[src/rtl/fpu_pkg.sv]
// Shared FPU types and constants for the float-to-int conversion path.
package fpu_pkg;

  typedef struct packed {
    logic        sign;
    logic [7:0]  exp;
    logic [22:0] man;
  } float_t;

  localparam int unsigned FP_BIAS    = 127;
  localparam int unsigned FP_EXP_MAX = 255;
  localparam logic [31:0] INT32_MAX  = 32'h7FFFFFFF;
  localparam logic [31:0] INT32_MIN  = 32'h80000000;

  typedef enum logic [1:0] {
    NORMAL,
    TINY,
    SAT,
    NAN
  } ftoi_cls_t;

endpackage

[src/rtl/ftoi_pipe_if.sv]
// Handshake bundle for the float-to-int converter: issue side in, writeback side out.
interface ftoi_pipe_if;
  logic        in_valid;
  logic        in_ready;
  logic [31:0] in_data;
  logic        out_valid;
  logic        out_ready;
  logic [31:0] out_data;
  logic        out_ovf;

  modport master (
    output in_valid, in_data, out_ready,
    input  in_ready, out_valid, out_data, out_ovf
  );

  modport slave (
    input  in_valid, in_data, out_ready,
    output in_ready, out_valid, out_data, out_ovf
  );
endinterface

[src/rtl/ftoi_decode.sv]
// Combinational decode: classify the operand and align twice its magnitude (floored) into 33 bits.
module ftoi_decode
  import fpu_pkg::*;
(
  input  float_t      f_i,
  output logic [32:0] r_o,
  output ftoi_cls_t   cls_o
);

  localparam logic [7:0] ExpMax  = 8'(FP_EXP_MAX);
  localparam logic [7:0] ExpUnit = 8'(FP_BIAS + 23);  // shift of zero for {M,0}
  localparam logic [7:0] ExpSat  = 8'(FP_BIAS + 31);  // |x| >= 2^31
  localparam logic [7:0] ExpHalf = 8'(FP_BIAS - 1);   // |x| >= 0.5

  logic [32:0] wide;

  always_comb begin
    wide = {8'd0, 1'b1, f_i.man, 1'b0};
    r_o  = '0;
    if (f_i.exp < ExpUnit) begin
      r_o = wide >> (ExpUnit - f_i.exp);
    end else if (f_i.exp <= ExpSat) begin
      r_o = wide << (f_i.exp - ExpUnit);
    end
  end

  // -2^31 exactly is representable, so it stays on the normal path.
  always_comb begin
    if (f_i.exp == ExpMax) begin
      cls_o = (f_i.man != '0) ? NAN : SAT;
    end else if (f_i.exp >= ExpSat &&
                 !(f_i.sign && f_i.exp == ExpSat && f_i.man == '0)) begin
      cls_o = SAT;
    end else if (f_i.exp < ExpHalf) begin
      cls_o = TINY;
    end else begin
      cls_o = NORMAL;
    end
  end

endmodule

[src/rtl/ftoi_pipe.sv]
// Two-stage float32 to int32 converter: decode/align, then round, apply sign and saturate.
module ftoi_pipe
  import fpu_pkg::*;
#(
  parameter int unsigned ROUND_NEAREST = 1,
  parameter logic [31:0] NAN_RESULT    = 32'h7FFFFFFF
) (
  input logic        clk,
  input logic        rstn,
  ftoi_pipe_if.slave bus
);

  logic        adv;
  float_t      in_f;
  logic [32:0] dec_r;
  ftoi_cls_t   dec_cls;

  logic        s1_valid_q, s1_valid_d;
  logic        s1_sign_q, s1_sign_d;
  logic [32:0] s1_r_q, s1_r_d;
  ftoi_cls_t   s1_cls_q, s1_cls_d;

  logic        out_valid_q, out_valid_d;
  logic [31:0] out_data_q, out_data_d;
  logic        out_ovf_q, out_ovf_d;

  logic [32:0] r_sum;
  logic [31:0] mag;
  logic [31:0] res_data;
  logic        res_ovf;

  assign adv          = !out_valid_q || bus.out_ready;
  assign bus.in_ready = adv;
  assign in_f         = bus.in_data;

  ftoi_decode u_decode (
    .f_i   (in_f),
    .r_o   (dec_r),
    .cls_o (dec_cls)
  );

  // R is twice the magnitude, so adding one before halving rounds ties away from zero.
  assign r_sum = s1_r_q + ((ROUND_NEAREST != 0) ? 33'd1 : 33'd0);
  assign mag   = r_sum[32:1];

  always_comb begin
    res_data = '0;
    res_ovf  = 1'b0;
    unique case (s1_cls_q)
      NAN: begin
        res_data = NAN_RESULT;
        res_ovf  = 1'b1;
      end
      SAT: begin
        res_data = s1_sign_q ? INT32_MIN : INT32_MAX;
        res_ovf  = 1'b1;
      end
      TINY:    res_data = '0;
      NORMAL:  res_data = s1_sign_q ? (~mag + 32'd1) : mag;
      default: res_data = '0;
    endcase
  end

  always_comb begin
    s1_valid_d  = s1_valid_q;
    s1_sign_d   = s1_sign_q;
    s1_r_d      = s1_r_q;
    s1_cls_d    = s1_cls_q;
    out_valid_d = out_valid_q;
    out_data_d  = out_data_q;
    out_ovf_d   = out_ovf_q;
    if (adv) begin
      s1_valid_d  = bus.in_valid;
      out_valid_d = s1_valid_q;
      if (bus.in_valid) begin
        s1_sign_d = in_f.sign;
        s1_r_d    = dec_r;
        s1_cls_d  = dec_cls;
      end
      if (s1_valid_q) begin
        out_data_d = res_data;
        out_ovf_d  = res_ovf;
      end
    end
  end

  always_ff @(posedge clk or negedge rstn) begin
    if (!rstn) begin
      s1_valid_q  <= 1'b0;
      s1_sign_q   <= 1'b0;
      s1_r_q      <= '0;
      s1_cls_q    <= NORMAL;
      out_valid_q <= 1'b0;
      out_data_q  <= '0;
      out_ovf_q   <= 1'b0;
    end else begin
      s1_valid_q  <= s1_valid_d;
      s1_sign_q   <= s1_sign_d;
      s1_r_q      <= s1_r_d;
      s1_cls_q    <= s1_cls_d;
      out_valid_q <= out_valid_d;
      out_data_q  <= out_data_d;
      out_ovf_q   <= out_ovf_d;
    end
  end

  assign bus.out_valid = out_valid_q;
  assign bus.out_data  = out_data_q;
  assign bus.out_ovf   = out_ovf_q;

endmodule

[src/flat_wrapper.sv]
// flat-port wrapper written by rule: the top's interface ports become plain ports
module ftoi_pipe_flat import fpu_pkg::*;
#(
  parameter int unsigned ROUND_NEAREST = 1,
  parameter logic [31:0] NAN_RESULT    = 32'h7FFFFFFF
)
  (clk, rstn, bus_in_valid, bus_in_data, bus_out_ready, bus_in_ready, bus_out_valid, bus_out_data, bus_out_ovf);
  ftoi_pipe_if bus_i ();
  input logic clk;
  input logic rstn;
  input wire logic [$bits(bus_i.in_valid)-1:0] bus_in_valid;
  input wire logic [$bits(bus_i.in_data)-1:0] bus_in_data;
  input wire logic [$bits(bus_i.out_ready)-1:0] bus_out_ready;
  output wire logic [$bits(bus_i.in_ready)-1:0] bus_in_ready;
  output wire logic [$bits(bus_i.out_valid)-1:0] bus_out_valid;
  output wire logic [$bits(bus_i.out_data)-1:0] bus_out_data;
  output wire logic [$bits(bus_i.out_ovf)-1:0] bus_out_ovf;
  assign bus_i.in_valid = bus_in_valid;
  assign bus_i.in_data = bus_in_data;
  assign bus_i.out_ready = bus_out_ready;
  assign bus_in_ready = bus_i.in_ready;
  assign bus_out_valid = bus_i.out_valid;
  assign bus_out_data = bus_i.out_data;
  assign bus_out_ovf = bus_i.out_ovf;
  ftoi_pipe #(.ROUND_NEAREST(ROUND_NEAREST), .NAN_RESULT(NAN_RESULT)) u_core (.clk(clk), .rstn(rstn), .bus(bus_i));
endmodule
[config.mk]
export PLATFORM = sky130hd
export DESIGN_NAME = ftoi_pipe_flat
export DESIGN_NICKNAME = d
export VERILOG_FILES = /design/src/rtl/fpu_pkg.sv /design/src/rtl/ftoi_pipe_if.sv /design/src/rtl/ftoi_decode.sv /design/src/rtl/ftoi_pipe.sv /design/src/flat_wrapper.sv
export SDC_FILE = /design/constraint.sdc
export NUM_CORES = 1
export LEC_CHECK = 0
export ABC_CLOCK_PERIOD_IN_PS = 2800
export CORE_ASPECT_RATIO = 1.4
export CORE_UTILIZATION = 55
export DETAILED_ROUTE_END_ITERATION = 10
export DONT_BUFFER_PORTS = 1
export GPL_TIMING_DRIVEN = 0
export PLACE_DENSITY = 0.76
export SKIP_CTS_REPAIR_TIMING = 1
export SYNTH_ARGS = -nofsm -noshare
export SYNTH_HDL_FRONTEND = slang
export SYNTH_HIERARCHICAL = 1
export SYNTH_SLANG_ARGS = --single-unit
[constraint.sdc]
create_clock -name clk -period 2.8 [get_ports clk]
set_input_delay 0.56 -clock clk [delete_from_list [all_inputs] [get_ports clk]]
set_output_delay 0.56 -clock clk [all_outputs]
set_load 0.1 [all_outputs]
Yosys cells after proc, flatten, opt, wreduce, memory -nomap -nowiden
Index checks and enable logic that the tools add are counted.
Storage, ports and cells
  output and inout port bits: 35
  input bits: 36
  bits in registers: 71
  logic and storage cells: 45
Cells by class
  add/subtract/negate cells: 4
  reduce and logical (&&, ||, !) cells: 12
  equal/unequal tests: 5
  shift operators: 2
  bitwise gates (word level): 1
  order comparisons: 4
  multiplexer cells: 10
Operators by type and width (count)
  $pmux W32 S4: 1
  $mux W33: 2
  $mux W32: 2
  $add A33 B1 Y33 const B: 1
  $shl A25 B8 Y33: 1
  $shr A25 B8 Y33: 1
  $add A32 B1 Y32 const B: 1
  $not A32 Y32: 1
  $logic_not A23 Y1: 1
  $reduce_bool A23 Y1: 1
  $eq A8 B8 Y1 const B: 2
  $ge A8 B8 Y1 const B: 1
  $le A8 B8 Y1 const B: 1
  $lt A8 B7 Y1 const B: 1
  $lt A8 B8 Y1 const B: 1
  $sub A8 B8 Y8 const A: 1
  $sub A8 B8 Y8 const B: 1
  $eq A2 B2 Y1 const B: 2
  $mux W2: 2
  $reduce_and A2 Y1: 2
  $logic_and A1 B1 Y1: 3
  $mux W1: 3
  $eq A2 B1 Y1 const B: 1
  $logic_not A1 Y1: 2
  3 further kinds: 3

Logic depth before layout (Yosys ltp)
Gate-level depths: netlist of run 1.
  depth after elaboration: 7
  depth in mapped cells: 13
  mapped depth without buffers: 9

Cells and area by module
The synthesis of run 1 kept the hierarchy.
Modules (own cells, without submodules)
  ftoi_pipe: instances 1, cells an instance 515, seq. area each 1776.7 um^2, area an instance 4690.7 um^2
  ftoi_decode: instances 1, cells an instance 419, seq. area each 0.0 um^2, area an instance 3021.6 um^2

Least setup slack after synthesis of run 1
No wires, ideal clock.
  path type: flip-flop to flip-flop
  from: register u_core.out_valid_q (netlist: u_core/bus.out_valid)
  to: register u_core.out_data_q[26] (netlist: u_core/bus.out_data[26])
  library setup time: 126 ps
  arrival: 3063 ps
  buffers on the path: 2
  path slack: -389 ps
  clock period less this slack: 3189 ps
  required time: 2674 ps
  stages on the path, launching flop included: 8
  cells stage by stage: dfrtp_1 nand2b_1 clkbuf_1 nand2_1 a21oi_1 clkbuf_1 o21ai_0 o32a_1
Between the ends
  cells in the longest elaborated chain, start to end: 3
Ends and longest elaborated chain
  from (decl): line ftoi_pipe.sv:23  | logic out_valid_q, out_valid_d;
  from (signal assigned): line ftoi_pipe.sv:101  | out_valid_q <= out_valid_d;
  $logic_not A1 Y1: line ftoi_pipe.sv:32  | assign adv = !out_valid_q || bus.out_ready;
  $logic_or A1 B1 Y1: line ftoi_pipe.sv:32
  named net bus_in_ready: line flat_wrapper.sv:14  | output wire logic [$bits(bus_i.in_ready)-1:0] bus_in_ready;
  $reduce_and A2 Y1 (no source line)
  to (signal assigned): line ftoi_pipe.sv:102  | out_data_q <= out_data_d;
  to (decl): line ftoi_pipe.sv:24  | logic [31:0] out_data_q, out_data_d;
The timed path passes the listed nets, and every way through them passes these cells.
A chain may end at the register's enable or synchronous reset.

Worst setup path in the final report of run 1
  from: register u_core.s1_r_q[11]
  to: register u_core.out_data_q[29] (netlist: u_core/bus.out_data[29])
Between the ends
  cells in the longest elaborated chain, start to end: 5
Ends and longest elaborated chain
  from (decl): line ftoi_pipe.sv:20  | logic [32:0] s1_r_q, s1_r_d;
  from (signal assigned): line ftoi_pipe.sv:99  | s1_r_q <= s1_r_d;
  $add A33 B1 Y33 *: line ftoi_pipe.sv:43  | assign r_sum = s1_r_q + ((ROUND_NEAREST != 0) ? 33'd1 : 33'd0);
  $not A32 Y32: line ftoi_pipe.sv:59  | NORMAL: res_data = s1_sign_q ? (~mag + 32'd1) : mag;
  $add A32 B1 Y32: line ftoi_pipe.sv:59
  $mux W32 *: line ftoi_pipe.sv:59
  $pmux W32 S4 *: line ftoi_pipe.sv:49  | unique case (s1_cls_q)
Mark *: on every way between the ends. The rest lies on a longest branch, timed or not.

==> flow_metrics.tcl, run 1 <==
set metrics [dict create \
    die_y_um 142 \
    cp.arrival_ps 3240 \
    yosysTopAreaCellShare 0.230 \
    violations "negative setup slack" \
    wl_per_cell_um 21.5 \
    fmax_mhz 331 \
    grt_pass1_vias 7089 \
    clkTransAtPathRegs_ps 50 \
    p_sw_uw 3020 \
    rsz0062_at_grt "true" \
    antenna_found_initial 0 \
    synth_commonest_cells "nand2_1 (90), nor2_1 (90), mux2i_1 (76)" \
    reg2reg_depth 9 \
    slew_headroom 0.281 \
    status "finished with violations" \
    drive_gt1_frac 0.256 \
    ys.flop_type "dfrtp_1" \
    grt_max_degree 72 \
    setup.worst_path.end_class "flop" \
    portBuffers 0 \
    final_cell_area_mm2 0.00908 \
    finClkSkew_ps 6.32 \
    clock_path_buffers 2 \
    synth_edf_count 0 \
    antenna_left 0 \
    synth_cell_types 84 \
    power_frac_clock 0.222 \
    reg2reg_slack_ps -220 \
    nets 1010 \
    h-tree-depth 3 \
    seq_area_frac_synth 0.230 \
    startpoint_type "flop" \
    swShare 0.514 \
    reg2reg_from "u_core/s1_r_q[11]" \
    synth_nets 977 \
    finalHoldViolCount 0 \
    ios 71 \
    ys_warn_count 6 \
    layout_min_cycle_time_ps 3020 \
    clkSinkCount 71 \
    crit_type "flop to flop" \
    area_growth_pct 17.7 \
    finalSetupViolations 10 \
    post-dp-hpwl_mm 18.1 \
    fp.dieW_um 102 \
    p_int_uw 2850 \
    rows 50 \
    syn_inst 934 \
    synth-async-reset-ratio 1.00 \
    total_power_uw 5860 \
    drt_iter0_drc 592 \
    setup_slack_ps -223 \
    via_per_inst 6.66 \
    vias 7690 \
    powerDensity_mw_per_mm2 646 \
    ir_drop_uv 559 \
    ys_ff_latch 71 \
    max_cap_viol_count 0 \
    required_ps 3020 \
    pwr-share-comb 0.306 \
    fillCellCount 1115 \
    grt_pass1_wl_mm 36.0 \
    worstPathMaxFanout 9 \
    avgSynthCellArea_um2 8.26 \
    synth_area_leaders "dfrtp_1 (23%), mux2i_1 (9.9%), mux2_2 (9.2%)" \
    drt_first_pass_iters 5 \
    clock_latency_ps 340 \
    drt-total-wl_mm 24.8 \
    core-area_mm2 0.0135 \
    final.setup.tns_ps -1160 \
    sequentialPowerShare 0.472 \
    place_congestion 0.971 \
    post_dp_cell_area_mm2 0.00806 \
    slew_viol_final 0 \
    mappedNetlistArea_mm2 0.00771 \
    grt_overflow_total 0 \
    post-route-period-util 1.08 \
    n_antenna_cell 0 \
    hold_path_class "primary input to asynchronous set/reset pin" \
    drc 0 \
    grt_use_total 0.322 \
    cts_root_buf "clkbuf_16" \
    start_util 0.571 \
    r2r_end "u_core/bus.out_data[29]" \
    tightest_slew_ps 1070 \
    hold_ws_ps 95.1 \
    cts_made_buffers 9 \
    synth_area_leader_cell "dfrtp_1" \
    multi_input_comb_area_mm2 0.00597 \
    cts_tree "yes" \
    dieArea_mm2 0.0145 \
    p_leak_uw 0.00372 \
    regArea_mm2 0.00179 \
]
-- power by group through the flow --
stage / clock [uW] / combinational (uW) / sequential (uW)
global placement: 0 / 1560 / 2770
global route: 1380 / 1910 / 2800
floorplan: 0 / 1240 / 2740
detailed placement: 0 / 1570 / 2780
CTS: 1320 / 1590 / 2770
finish: 1300 / 1800 / 2770
-- critical path, cell delays in order, from the launching register on --
cell and delay, ps:
dfrtp_2 470, nand4_4 210, buf_4 190, nor4_2 250
xnor2_1 230, nand3_1 120, or3_4 470, or4_4 510
nor3b_1 160, o32a_1 290
-- layout by cell type (no fill, tap or decap), drive strengths merged, types with 5 or more instances in the layout --
cell type | synthesis | routed
a211oi | 5 | 5
a21oi | 46 | 46
a221oi | 9 | 9
a22oi | 7 | 7
a31oi | 13 | 13
and2 | 10 | 10
and3 | 14 | 14
and4 | 5 | 5
buf | 46 | 68
clkbuf | 32 | 41
dfrtp | 71 | 71
ha | 7 | 7
inv | 13 | 13
mux2 | 63 | 63
mux2i | 76 | 76
mux4 | 11 | 11
nand2 | 91 | 91
nand2b | 10 | 10
nand3 | 39 | 40
nand4 | 28 | 28
nor2 | 91 | 91
nor3 | 15 | 15
nor4 | 13 | 13
o211ai | 9 | 9
o21a | 6 | 6
o21ai | 38 | 38
o22ai | 11 | 11
o31ai | 11 | 11
o32ai | 7 | 7
or2 | 8 | 8
or3 | 11 | 11
xnor2 | 37 | 37
xor2 | 23 | 23
-- final cells by class --
| type | instances | share of cell area |
|---|---|---|
| clock buffers | 10 | 0.0263 |
| plain buffers | 72 | 0.0493 |
| repair buffers | 27 | 0.0269 |
| flip-flops and latches | 71 | 0.197 |
| multi-input cells | 773 | 0.658 |
| inverters | 13 | 0.00593 |
| clock inverters | 6 | 0.0119 |
| well taps | 182 | 0.0251 |
-- state kept, by name, summed over array words and instances (netlist names) --
name	cells
u_core/s1_sign_q	1
u_core/bus.out_data	32
u_core/bus.out_ovf	1
u_core/s1_cls_q	2
u_core/bus.out_valid	1
u_core/s1_valid_q	1
u_core/s1_r_q	33
-- metrics by stage --
stage          worst slack (ps)  utilization  std cells
3_3_place_gp               -589        0.597       1116
6_report                   -223        0.672       1154
5_1_grt                    -310        0.672       1154
4_1_cts                    -612        0.622       1132
2_1_floorplan             0.917            -        934
3_5_place_dp               -606        0.597       1116
-- worst max-delay path by stage --
stage / startpoint / endpoint / slack (ps) / depth (start not counted)
after floorplan: u_core/s1_r_q[1] / u_core/bus.out_data[29] / 0.9 / 11
after global placement: bus_in_data[23] / u_core/s1_r_q[11] / -590 / 13
after detailed placement: bus_in_data[23] / u_core/s1_r_q[11] / -610 / 13
after CTS: u_core/s1_r_q[22] / u_core/bus.out_data[29] / -610 / 9
after global routing: u_core/s1_r_q[0] / u_core/bus.out_data[29] / -310 / 10
final: u_core/s1_r_q[11] / u_core/bus.out_data[29] / -220 / 9
-- metal layers --
| layer | routed length (um) | global-route usage | vias up | share of wire |
|---|---|---|---|---|
| li1 | - | - | 3544 | - |
| met3 | 1540 | 0.0422 | 132 | 0.062 |
| met1 | 8970 | 0.346 | 3567 | 0.36 |
| met4 | 1930 | 0.217 | 0 | 0.078 |
| met2 | 12400 | 0.575 | 447 | 0.50 |
| met5 | 0 | 0 | - | 0 |
-- kinds of logic (layout without fill, tap and decap cells) --
kind of cell,after synthesis,in the layout,share of synthesized area
AND/OR/NAND/NOR,354,355,0.235
flip-flops,71,71,0.230
adder cells (fa/ha/maj),7,7,0.0114
buffers and inverters,91,128,0.0543
AO/OA/AOI/OAI,201,201,0.177
XOR/XNOR,60,60,0.0691
multiplexers,150,150,0.223
Power figures use the tool's default switching activity.
==> run 2: changes to the inputs <==
CORE_MARGIN = 2   (was default)
SETUP_SLACK_MARGIN = 0.15   (was default)
==> run 2 against run 1 <==
The flow still finishes with violations (negative setup slack). Count of clock-buffer cells in the layout stayed put. Die area increased by 3.4%. Flip-flop and latch count unchanged. Critical path depth increased by 3. Routed wire length fell by 0.20%. Sequential share of layout area decreased by 0.47 points. Utilization is 0.14 points higher. Critical path type unchanged. First-iteration DRC count fell by 14%. Register-to-register slack got worse by 160 ps. Sequential power hardly changed.
==> flow_metrics.tcl, run 2 (synthesized netlist as in run 1, its figures left out) <==
set metrics [dict create \
    fin_cells 1174 \
    rsz0062_at_grt "true" \
    finalHoldViolCount 0 \
    grt_overflow_total 0 \
    drc 0 \
    drt-total-wl_mm 24.7 \
    worstPathMaxFanout 7 \
    grt_use_total 0.302 \
    antenna_found_initial 0 \
    fp.dieW_um 104 \
    drt_first_pass_iters 8 \
    dieArea_mm2 0.0150 \
    via_per_inst 6.54 \
    antenna_left 0 \
    cp.arrival_ps 3400 \
    tightest_slew_ps 911 \
    cpMostUsedCell "buf_6" \
    vias 7677 \
    layout_common_cells "nor2_1 (89), nand2_1 (86), dfrtp_1 (66)" \
    area_growth_pct 20.3 \
    path_buf_inv 3 \
    grt_max_degree 72 \
    clock_path_buffers 2 \
    drt_iter0_drc 507 \
    n_antenna_cell 0 \
    critical_path.cell_chain "ha_4 -> buf_6 -> nand4_4 -> nor4_4 -> buf_4 -> buf_6 -> nand3_1 -> nor4b_1 -> nor2_1 -> or4_4 -> nor3b_1 -> o32a_1" \
    path_delay_family "simple AND/OR/NAND/NOR gates" \
    fmax_mhz 314 \
    largest_register "u_core/s1_r_q" \
    hold_path_class "primary input to asynchronous set/reset pin" \
    startpoint_type "flop" \
    slew_headroom 0.393 \
    clkTransAtPathRegs_ps 60 \
    ios 71 \
    crit_type "flop to flop" \
    slew_viol_final 0 \
    finClkSkew_ps 5.68 \
    violations "negative setup slack" \
    clock_latency_ps 330 \
    largest_register_ffs 33 \
    portBuffers 0 \
    worst-path-stages 12 \
    grt_pass1_vias 7006 \
    setup.worst_path.end_class "flop" \
    cts_made_buffers 9 \
    finalSetupViolations 10 \
    rows 51 \
    post-dp-hpwl_mm 18.0 \
    start_util 0.560 \
    wl_per_cell_um 21.1 \
    drive_gt1_frac 0.279 \
    clkSinkCount 71 \
    fillCellCount 1165 \
    grt_pass1_wl_mm 36.2 \
    crit_slowest_cell "or4_4" \
    post-route-period-util 1.14 \
    setup_slack_ps -386 \
    nets 1027 \
    layout_min_cycle_time_ps 3190 \
    die_y_um 144 \
    cts_tree "yes" \
    h-tree-depth 3 \
    powerDensity_mw_per_mm2 620 \
    dp_cells 1119 \
    required_ps 3020 \
    core-area_mm2 0.0138 \
    hold_ws_ps 103 \
    cts_root_buf "clkbuf_16" \
    crit_path_max_incr_delay_ps 550 \
    place_congestion 0.942 \
    p_leak_uw 0.00385 \
    reg2reg_depth 12 \
    final_common_cell "nor2_1" \
    status "finished with violations" \
    ir_drop_uv 501 \
    max_cap_viol_count 0 \
]
## run 2: cell types whose count changed in the layout (fill, tap and decap cells not counted), sizes merged
cell | before | now
clkinv | 2 | 3
bufinv | 3 | 1
buf | 68 | 81
clkbuf | 41 | 45
clkinvlp | 1 | 2
## run 2: routing by layer
layer / GRT usage / part of all wire / wire length, um
met5: 0 / 0 / 0
met4: 0.176 / 0.064 / 1580
met3: 0.0374 / 0.057 / 1410
met2: 0.563 / 0.51 / 12700
met1: 0.330 / 0.37 / 9040
## run 2: worst paths after layout
| kind | from | to | slack (ps) |
|---|---|---|---|
| min in group clk | bus_in_data[31] | u_core/s1_sign_q | 380 |
| max in group asynchronous | rstn | u_core/s1_r_q[11] | 2380 |
| hold reg to reg | u_core/s1_valid_q | u_core/bus.out_valid | 490 |
| setup reg to reg | u_core/s1_r_q[0] | u_core/bus.out_data[29] | -390 |
| setup / recovery | u_core/s1_r_q[0] | u_core/bus.out_data[29] | -390 |
| hold / removal | rstn | u_core/bus.out_data[14] | 100 |
## run 2: final cells by class
| cell class | count | area, um2 | area share |
|---|---|---|---|
| clock inverter | 6 | 60.1 | 0.00647 |
| inverter | 13 | 61.3 | 0.00661 |
| multi-input combinational | 773 | 6090 | 0.657 |
| sequential | 71 | 1780 | 0.192 |
| tap | 185 | 231 | 0.0249 |
| timing repair buffer | 38 | 318 | 0.0343 |
| buffer | 78 | 492 | 0.0530 |
| clock buffer | 10 | 239 | 0.0258 |
## run 2: metrics by stage
stage | cell area [um2] | util | TNS (ps) | worst slack (ps) | total power [uW]
CTS | 8450 | 0.613 | -6650 | -610 | 5510
finish | 9280 | 0.673 | -2620 | -386 | 5760
global route | 9280 | 0.673 | -3670 | -454 | 5980
global placement | 8150 | 0.591 | -9680 | -553 | 4340
detailed placement | 8150 | 0.591 | -10250 | -599 | 4360
floorplan | 7920 | - | 0 | 0.915 | 4000
## run 2: where the power goes
group	internal [uW]	total, uW	leakage [uW]	switching (uW)
Combinational	807	1870	0.00281	1070
Clock	707	1120	0.000144	414
Sequential	1210	2760	0.000895	1560
==> run 3: changes to the inputs <==
CORE_ASPECT_RATIO = 0.8   (was 1.4)
CTS_CLUSTER_SIZE = 25   (was default)
==> run 3 against run 2 <==
Count of clock-buffer cells in the layout grew 2. Final cell count grew 0.51%. Design area grew 2.9%. The flow still finishes with violations (negative setup slack). Highest routed layer unchanged. Non-clock buffer count grew 12. Via count grew 6.5%. Sequential share of layout area shrank 0.53 points. Clock skew is essentially flat. Sequential power is essentially flat.
==> flow_metrics.tcl, run 3 (synthesized netlist as in run 1, its figures left out) <==
set metrics [dict create \
    r2r_end "u_core/bus.out_data[29]" \
    n_antenna_cell 0 \
    finalHoldViolCount 0 \
    finalSetupViolations 10 \
    cp.arrival_ps 3380 \
    dieArea_mm2 0.0150 \
    tightest_slew_ps 926 \
    drt_first_pass_iters 8 \
    grt_pass1_vias 6977 \
    grt_overflow_total 0 \
    final_core_util 0.700 \
    drive_gt1_frac 0.310 \
    area_growth_pct 23.8 \
    place_congestion 1.00 \
    status "finished with violations" \
    rsz0062_at_grt "true" \
    largest_register_ffs 33 \
    max_cap_viol_count 0 \
    start_util 0.565 \
    antenna_found_initial 0 \
    final.setup.tns_ps -2340 \
    required_ps 3010 \
    nets 1038 \
    post-route-period-util 1.13 \
    setup.worst_path.end_class "flop" \
    grt_pass1_wl_mm 38.6 \
    finClkSkew_ps 5.71 \
    layout_min_cycle_time_ps 3170 \
    layout_common_cells "nor2_1 (88), nand2_1 (86), dfrtp_1 (65)" \
    final_cell_area_mm2 0.00955 \
    ir_drop_uv 729 \
    use_met3 0.0876 \
    fp.dieW_um 136 \
    cts_root_buf "clkbuf_16" \
    via_per_inst 6.93 \
    slew_headroom 0.383 \
    ios 71 \
    largest_register "u_core/s1_r_q" \
    reg2reg_from "u_core/s1_r_q[1]" \
    die_y_um 110 \
    wl_per_cell_um 23.0 \
    globalRouteMet2Util 0.470 \
    vias 8177 \
    rows 38 \
    drt_iter0_drc 1098 \
    antenna_left 0 \
    clock_path_buffers 2 \
    fmax_mhz 316 \
    portBuffers 0 \
    startpoint_type "flop" \
    drc 0 \
    clock_latency_ps 340 \
    final_common_cell "nor2_1" \
    violations "negative setup slack" \
    clkSinkCount 71 \
    h-tree-depth 3 \
    slew_viol_final 0 \
    drt-total-wl_mm 27.2 \
    powerDensity_mw_per_mm2 622 \
    worstPathMaxFanout 9 \
    use_met1 0.522 \
    core-area_mm2 0.0136 \
    grt_use_total 0.334 \
    clkTransAtPathRegs_ps 60 \
    grt_max_degree 72 \
    setup_slack_ps -366 \
    post_dp_cell_area_mm2 0.00814 \
    reg2reg_depth 12 \
    p_leak_uw 0.00393 \
    hold_path_class "primary input to asynchronous set/reset pin" \
    top_usage_layer "met1" \
    crit_type "flop to flop" \
    cts_tree "yes" \
    cts_made_buffers 9 \
    reg2reg_slack_ps -370 \
    post-dp-hpwl_mm 19.2 \
]
run 3: cell types whose count changed in the layout (fill, tap and decap cells not counted), moves of 4 or more:
| cell | previous run | this run |
|---|---|---|
| clkbuf_2 | 11 | 15 |
| mux2_4 | 6 | 10 |
| mux2_2 | 57 | 53 |
| buf_4 | 37 | 49 |
| buf_2 | 27 | 22 |
| mux2i_1 | 57 | 52 |
run 3: layout make-up:
type,instances,area (um2)
Buffer,78,510
Tap cell,180,225
Timing Repair Buffer,50,440
Sequential cell,71,1780
Inverter,13,61.3
Fill cell,1047,4100
Multi-Input combinational cell,772,6230
Clock buffer,12,246
Clock inverter,4,45.0
run 3: stage by stage:
step / power [uW] / worst slack [ps] / hold WS [ps] / cells
final: 5930 / -366 / 106 / 1180
after global routing: 6150 / -450 / 135 / 1180
after CTS: 5530 / -698 / -86.4 / 1130
after detailed placement: 4400 / -663 / 267 / 1114
after global placement: 4380 / -635 / 267 / 1114
after floorplan: 4000 / 0.915 / 264 / 934
run 3: worst max-delay path by stage:
stage	from	to	slack [ps]
global route	u_core/s1_r_q[1]	u_core/bus.out_data[29]	-450
CTS	u_core/s1_r_q[21]	u_core/bus.out_data[29]	-700
global placement	u_core/s1_r_q[22]	u_core/bus.out_data[29]	-630
detailed placement	u_core/s1_r_q[22]	u_core/bus.out_data[29]	-660
finish	u_core/s1_r_q[1]	u_core/bus.out_data[29]	-370
floorplan	u_core/s1_r_q[1]	u_core/bus.out_data[29]	0.9
run 3: metal layers:
layer | vias up | wire (um)
met1 | 3975 | 11800
met2 | 533 | 11500
met3 | 72 | 3460
li1 | 3597 | -
met5 | - | 0
met4 | 0 | 442
run 3: critical path: stages, from the launching register on:
cell	delay [ps]
dfrtp_2	410
ha_4	140
buf_6	110
nand4_4	160
buf_6	180
o31ai_4	210
nand4_1	230
nand2b_4	220
or3_4	330
buf_6	150
or4_4	430
nor3b_1	170
o32a_1	290
run 3: power by group:
group / switching [uW] / internal (uW) / total [uW]
sequential: 1560 / 1210 / 2770
combinational: 1160 / 871 / 2030
clock: 421 / 709 / 1130
